**src/rtl/sar_ctrl.sv**
```systemverilog
// -----------------------------------------------------------------------------
// sar_ctrl -- successive-approximation ADC controller.
//
// A start request makes the block track the analog input for SAMPLE_CYC cycles.
// It then performs a binary search over BITW bits, one bit per cycle. It steers
// the DAC through dac_code and reads the comparator on cmp. The finished code
// is published on dout together with a one-cycle done pulse.
//
// Parameters
//   BITW        conversion resolution in bits (matches the downstream DAC)
//   SAMPLE_CYC  number of track/sample cycles per conversion (>= 1)
//
// Ports
//   clk       single clock, rising-edge active
//   rstn      asynchronous active-low reset
//   start     conversion request; ignored while busy
//   cmp       comparator: 1 = analog input >= DAC output (keep trial bit)
//   dac_code  trial code driving the DAC
//   sample    high while the front end tracks the input
//   busy      high during sampling and bit decisions
//   done      one-cycle pulse when dout holds a new result
//   dout      last completed conversion result
// -----------------------------------------------------------------------------
module sar_ctrl #(
   parameter int BITW       = 8,
   parameter int SAMPLE_CYC = 2
) (
   input  logic            clk,
   input  logic            rstn,
   input  logic            start,
   input  logic            cmp,
   output logic [BITW-1:0] dac_code,
   output logic            sample,
   output logic            busy,
   output logic            done,
   output logic [BITW-1:0] dout
);

   localparam int KW = (BITW > 1) ? $clog2(BITW) : 1;
   localparam int CW = (SAMPLE_CYC > 1) ? $clog2(SAMPLE_CYC) : 1;

   localparam logic [KW-1:0]   K_TOP    = KW'(BITW - 1);
   localparam logic [CW-1:0]   CNT_LAST = CW'(SAMPLE_CYC - 1);
   localparam logic [BITW-1:0] MIDSCALE = BITW'(1) << (BITW - 1);

   typedef enum logic [1:0] {
      ST_IDLE,
      ST_SAMPLE,
      ST_CONV,
      ST_DONE
   } state_e;

   state_e          state_q,    state_d;
   logic [CW-1:0]   cnt_q,      cnt_d;
   logic [KW-1:0]   k_q,        k_d;
   logic [BITW-1:0] dac_code_q, dac_code_d;
   logic [BITW-1:0] dout_q,     dout_d;
   logic            sample_q,   sample_d;
   logic            busy_q,     busy_d;
   logic            done_q,     done_d;
   logic [BITW-1:0] bit_mask;

   // Next-state and next-output logic.
   always_comb begin
      // NOTE: every signal gets a default first so no path leaves it unassigned (no latches).
      state_d    = state_q;
      cnt_d      = cnt_q;
      k_d        = k_q;
      dac_code_d = dac_code_q;
      dout_d     = dout_q;
      bit_mask   = BITW'(1) << k_q;

      case (state_q)
         ST_IDLE: begin
            if (start) begin
               state_d = ST_SAMPLE;
               cnt_d   = '0;
            end
         end

         ST_SAMPLE: begin
            // dac_code holds its prior value while tracking; cmp is ignored.
            if (cnt_q == CNT_LAST) begin
               state_d    = ST_CONV;
               k_d        = K_TOP;
               dac_code_d = MIDSCALE;
            end else begin
               cnt_d = cnt_q + 1'b1;
            end
         end

         ST_CONV: begin
            // Keep or clear trial bit k, then raise bit k-1 as the next trial.
            // Shifting the mask right yields nothing once k reaches 0.
            dac_code_d = (cmp ? dac_code_q : (dac_code_q & ~bit_mask)) | (bit_mask >> 1);
            if (k_q == '0) begin
               state_d = ST_DONE;
               dout_d  = dac_code_d;
            end else begin
               k_d = k_q - 1'b1;
            end
         end

         ST_DONE: begin
            if (start) begin
               state_d = ST_SAMPLE;
               cnt_d   = '0;
            end else begin
               state_d = ST_IDLE;
            end
         end

         default: state_d = ST_IDLE;
      endcase

      // Status outputs are registered decodes of the state being entered.
      sample_d = (state_d == ST_SAMPLE);
      busy_d   = sample_d | (state_d == ST_CONV);
      done_d   = (state_d == ST_DONE);
   end

   // State and output registers.
   always_ff @(posedge clk or negedge rstn) begin
      if (!rstn) begin
         state_q    <= ST_IDLE;
         cnt_q      <= '0;
         k_q        <= K_TOP;
         dac_code_q <= '0;
         dout_q     <= '0;
         sample_q   <= 1'b0;
         busy_q     <= 1'b0;
         done_q     <= 1'b0;
      end else begin
         // NOTE: non-blocking assignments so every register samples pre-edge values.
         state_q    <= state_d;
         cnt_q      <= cnt_d;
         k_q        <= k_d;
         dac_code_q <= dac_code_d;
         dout_q     <= dout_d;
         sample_q   <= sample_d;
         busy_q     <= busy_d;
         done_q     <= done_d;
      end
   end

   assign dac_code = dac_code_q;
   assign sample   = sample_q;
   assign busy     = busy_q;
   assign done     = done_q;
   assign dout     = dout_q;

endmodule

```
**config.mk**
```make
export PLATFORM = sky130hd
export DESIGN_NAME = sar_ctrl
export DESIGN_NICKNAME = d
export VERILOG_FILES = /design/src/rtl/sar_ctrl.sv
export SDC_FILE = /design/constraint.sdc
export NUM_CORES = 1
export LEC_CHECK = 0
export ABC_AREA = 1
export BUFFER_PORTS_ARGS = -buffer_cell sky130_fd_sc_hd__buf_2
export CORE_MARGIN = 5
export CORE_UTILIZATION = 25
export CTS_CLUSTER_SIZE = 16
export DETAILED_ROUTE_END_ITERATION = 12
export PLACE_DENSITY_LB_ADDON = 0.25
export SYNTH_ARGS = -nofsm -noshare
export SYNTH_HDL_FRONTEND = slang
export SYNTH_SLANG_ARGS = --single-unit
```
**constraint.sdc**
```tcl
create_clock -name clk -period 2.3 [get_ports clk]
set_input_delay 0.23 -clock clk [delete_from_list [all_inputs] [get_ports clk]]
set_output_delay 0.23 -clock clk [all_outputs]
set_load 0.01 [all_outputs]
```
# Word-level counts from Yosys, hierarchy flattened

Index checks and enable logic that the tools add are counted.

Memories: 0
Output and inout port bits: 19
Bits in latches: 0
ROM bits: 0
Bits in registers: 25
Input bits: 4
Logic and storage cells: 47
Bits in writable memories: 0

Reduce and logical (&&, ||, !) cells: 9
Eq/ne operators: 9
$mul: 0
Bitwise logic cells: 4
Shift-type cells: 1
Order comparisons: 0
Muxes and demuxes: 14
Div/mod/pow operators: 0
$add $sub $neg: 2

Operators with widths:

| operator                                             | count |
|---|---|
| two-way mux 8 bit                                    | 2 |
| one-hot mux 8 bit (2 select lines)                   | 1 |
| bitwise AND 8 bit                                    | 1 |
| equality test 2 bit (second input constant)          | 4 |
| NOT 8 bit                                            | 1 |
| bitwise OR 8 x 7 -> 8 bit                            | 1 |
| one-hot mux 2 bit (4 select lines)                   | 1 |
| << shifter 1 x 3 -> 8 bit (first input constant)     | 1 |
| two-way mux 2 bit                                    | 3 |
| two-way mux 3 bit                                    | 2 |
| one-hot mux 3 bit (2 select lines)                   | 1 |
| AND reduction 2 bit                                  | 3 |
| equality test 2 x 1 -> 1 bit (second input constant) | 2 |
| != test 2 bit (second input constant)                | 2 |
| nonzero test 2 bit                                   | 2 |
| zero test 3 bit                                      | 1 |
| two-way mux 1 bit                                    | 3 |
| AND reduction 3 bit                                  | 1 |
| subtractor 3 x 1 -> 3 bit (second input constant)    | 1 |
| zero test 2 bit                                      | 1 |
| != test 2 x 1 -> 1 bit (second input constant)       | 1 |
| one-hot mux 1 bit (2 select lines)                   | 1 |
| OR reduction 2 bit                                   | 1 |
| adder 1 bit (second input constant)                  | 1 |
| bitwise OR 1 bit                                     | 1 |

# Longest topological paths before layout

Depth in word-level cells: 6
Mapped depth: 8
Gate-level depth less buffers: 8

# Least setup slack after synthesis

No wires, ideal clock.

Kind: register to register
From: register state_q[0]
To: register busy_q, in the netlist busy
Slack: 0.674 ns
Buffers on the path: 0
Arrival time: 1.563 ns
Library setup time: 0.063 ns
Cell stages (with the launch flop): 9
Period minus slack after synthesis: 1.626 ns
Required time: 2.237 ns
Cells stage by stage: dfrtp_1 inv_1 ha_1 inv_2 nor2_4 nor2_1 a21oi_1 ha_1 inv_1

Cells in the longest elaborated chain, start to end: 4
Elaborated cells on any way between the ends: 11
Those cells by class: eq/ne: 5; mux: 4; bitwise: 1; reduce/logical: 1

Ends and longest elaborated chain:

| item                                                                | line     | source |
|---|---|---|
| start: declaration                                                  | 53       | `state_e state_q, state_d;` |
| start signal: assignment                                            | 135      | `state_q <= state_d;` |
| equality test 2 bit (tied with other cells)                         | 73       | `case (state_q)` |
| one-hot mux 2 bit (4 select lines) *                                | 73       |  |
| net state_d[0]                                                      | 53       |  |
| equality test 2 x 1 -> 1 bit or equality test 2 bit (tied branches) | 117, 118 |  |
| bitwise OR 1 bit *                                                  | 118      | `busy_d = sample_d \| (state_d == ST_CONV);` |
| net busy_d                                                          | 59       | `logic busy_q, busy_d;` |
| end signal: assignment                                              | 141      | `busy_q <= busy_d;` |
| end: declaration                                                    | 59       |  |

Mark *: on every way through the listed nets, which the timed path passes. The rest lies on a longest branch.
A chain may end at the register's enable or synchronous reset.

# Worst setup path after layout

Same ends and word-level chain as after synthesis.

==> results.md <==
- Status: completed
- Ranking of synthesized cells by area: dfrtp_1 (41%), nand2_1 (22%), ha_1 (11%)
- Rel. slew slack: 62.41%
- Diode count: 0
- Vias in the first global route: 1,096
- Yosys top cell area share: 41.16%
- Final setup viols: 0
- CP endpoint kind: flip-flop
- Slew @ Worst Pin: 0.5639 ns
- Overall die height: 83.15 µm
- Synth Cell Area: 0.001338 mm²
- Core box area: 0.005140 mm²
- Most frequent cells in the layout: nand2_1 (80), dfrtp_1 (22), buf_2 (22), inv_1 (12), ha_1 (12)
- GR Overflow Total: 0
- Clk_lat worst skew: 0.27 ns
- Syn-to-layout area delta: 18.05%
- Hold-fix buffers at CTS: 1
- CTS max path bufs: 2
- FILL cells: 582
- Maxcap violations: 0
- Detailed Place HPWL: 2161 µm
- Avg WL per Cell: 10.89 µm
- Asr flop ratio synth: 100.0%
- I/O Pins: 23
- Worst hold slack: 0.3177 ns
- Power, Total: 2.080 mW
- Via/cell ratio: 4.116
- Most common cell after layout, fill and taps aside: nand2_1
- Highest clock rate: 0.5471 GHz
- Clock power share: 12.6%
- Max FO, Critical Path: 7
- WL final: 2820 µm
- Clock Skews: 0.009499 ns
- CP startpoint kind: flip-flop
- Routability cong.: 0.7595
- Global-route wire length before repair: 5106 µm
- RSZ-0062 raised after global routing: no
- Worst vdd ir: 0.0004739 V
- Port Buffer Count: 22
- Sequential-to-total area share from yosys stat: 47.05%
- Final TNS setup: 0 ns
- Worst Hold Class: in2reg
- Critical path class: reg2reg
- Die footprint: 0.006913 mm²
- Mean Syn Cell Area: 8.206 µm²
- GRT Total Usage: 8.841%
- Syn nets: 179
- Top_reg_cell synth: dfrtp_1
- FP Rows: 26
- Post-route DRC: 0
- DP Area: 0.001524 mm²
- Seq cells post-synth: 25
- Static Leak: 0.8448 nW
- Cts bufs inserted: 3
- Internal power: 1.159 mW
- CTS H-tree depth: 1
- Power density cells: 1317 mW/mm²
- CP Data Arrival Time: 2.05 ns
- Detail Route Antenna Nets: 0
- Layout cells sized above 1: 19.58%
- Fin. max-slew vios: 0
- Clock root cell: clkbuf_8
- Worst-path clk slew: 0.09 ns
- Largest net degree at the start of global routing: 26
- # nets final: 206
- Period minus WS final: 1.828 ns
- Final Cycle Share: 79.47%
- Final Hold Viols: 0
- Initial antenna violation count: 0
- Initial DRC Count: 41
- CP required: 2.52 ns
- Syn Inst Count: 163
- Synthesis Warnings: 0
- # clock sinks: 25
- Switching share of power: 44.25%
- Comb pwr share: 48.7%
- Die width: 83.15 µm
- Final Cell Area: 0.001579 mm²
- # Post-CTS Setup Buffers: 0
- DR vias: 1,066
- CTS tree: yes
- Flop pwr share: 38.7%
- Post-synth EDFFs: 0
- Router iterations before antenna repair: 4
- Post-CTS sizing: 0
- Leading area contributor after synthesis: dfrtp_1
- Sw power: 920.1 µW
- Starting density of the core: 26.02%
- Post-synth cell types: 20
## worst paths after layout
path	slack, ns	end	startpoint	cells after the start
hold reg to reg	0.48	dout[4]$_DFFE_PN0P_	dout[4]$_DFFE_PN0P_	2
max in group asynchronous	1.45	k_q[0]$_DFFE_PN1P_	rstn	2
setup / recovery	0.47	busy$_DFF_PN0_	state_q[0]$_DFF_PN0_	8
hold / removal	0.32	cnt_q$_DFFE_PN0P_	start	4
min in group asynchronous	0.48	dac_code[0]$_DFFE_PN0P_	rstn	2
setup reg to reg	0.47	busy$_DFF_PN0_	state_q[0]$_DFF_PN0_	8
## worst max-delay path, stage by stage, from the launching register on
cell	delay (ns)
dfrtp_1	0.43
inv_1	0.12
ha_1	0.28
inv_2	0.12
nor2_4	0.21
nor2_1	0.06
a21oi_1	0.24
ha_1	0.28
inv_1	0.05
## state kept, by name, summed over array words and instances, names as in the netlist
| name | count |
|---|---|
| state_q | 2 |
| done | 1 |
| cnt_q | 1 |
| dac_code | 8 |
| dout | 8 |
| k_q | 3 |
| sample | 1 |
| busy | 1 |
## Yosys cell counts, types with 2 or more instances
| cell type | count |
|---|---|
| dfstp_2 | 3 |
| o21ai_0 | 7 |
| nand2_1 | 80 |
| ha_1 | 12 |
| a21oi_1 | 4 |
| nand2_2 | 2 |
| nand3_1 | 5 |
| inv_1 | 12 |
| inv_2 | 2 |
| dfrtp_1 | 22 |
| nor2_1 | 5 |
## area by class of cell
| cell class | count | area, µm² | area share (%) |
|---|---|---|---|
| flip-flops and latches | 25 | 629.4 | 39.86 |
| inverters | 15 | 58.81 | 3.724 |
| well taps | 70 | 87.58 | 5.547 |
| clock buffers | 4 | 45.04 | 2.853 |
| repair buffers | 23 | 120.1 | 7.607 |
| multi-input cells | 122 | 638.1 | 40.41 |
## metal layers
| metal | up-vias | part of all wire, % | track usage [%] | wire [µm] |
|---|---|---|---|---|
| met4 | 0 | 0 | 0.8915 | 0 |
| met2 | 26 | 45 | 14.58 | 1274 |
| met1 | 485 | 48 | 11.38 | 1341 |
| li1 | 555 | - | - | - |
| met5 | - | 0 | 0 | 0 |
| met3 | 0 | 7.2 | 3.366 | 204 |
## kinds of logic (layout without fill, tap and decap cells)
| group | Yosys count | count (layout) | synth area share [%] |
|---|---|---|---|
| and+or+nand+nor | 95 | 95 | 29.28 |
| DFF | 25 | 25 | 47.05 |
| buffers and inverters | 16 | 42 | 5.239 |
| AOI/OAI and AO/OA | 15 | 15 | 7.203 |
| adders and majority gates | 12 | 12 | 11.23 |
## power by group through the flow
| stage | clock, mW | combinational (mW) | sequential, mW |
|---|---|---|---|
| 6_report | 0.261 | 1.01 | 0.805 |
| 3_3_place_gp | 0 | 1.04 | 0.810 |
| 5_1_grt | 0.296 | 1.18 | 0.833 |
| 2_1_floorplan | 0 | 0.650 | 0.865 |
| 4_1_cts | 0.277 | 1.04 | 0.808 |
| 3_5_place_dp | 0 | 1.03 | 0.813 |
## per-stage QoR
stage          setup slack, ns  instances  utilization [%]
5_1_grt                 0.2954        259            30.72
3_5_place_dp            0.4744        254            29.65
2_1_floorplan           0.6739        163                -
3_3_place_gp            0.5425        254            29.65
6_report                0.4722        259            30.72
4_1_cts                 0.4530        259            30.72
(Power assumes the default switching activity.)
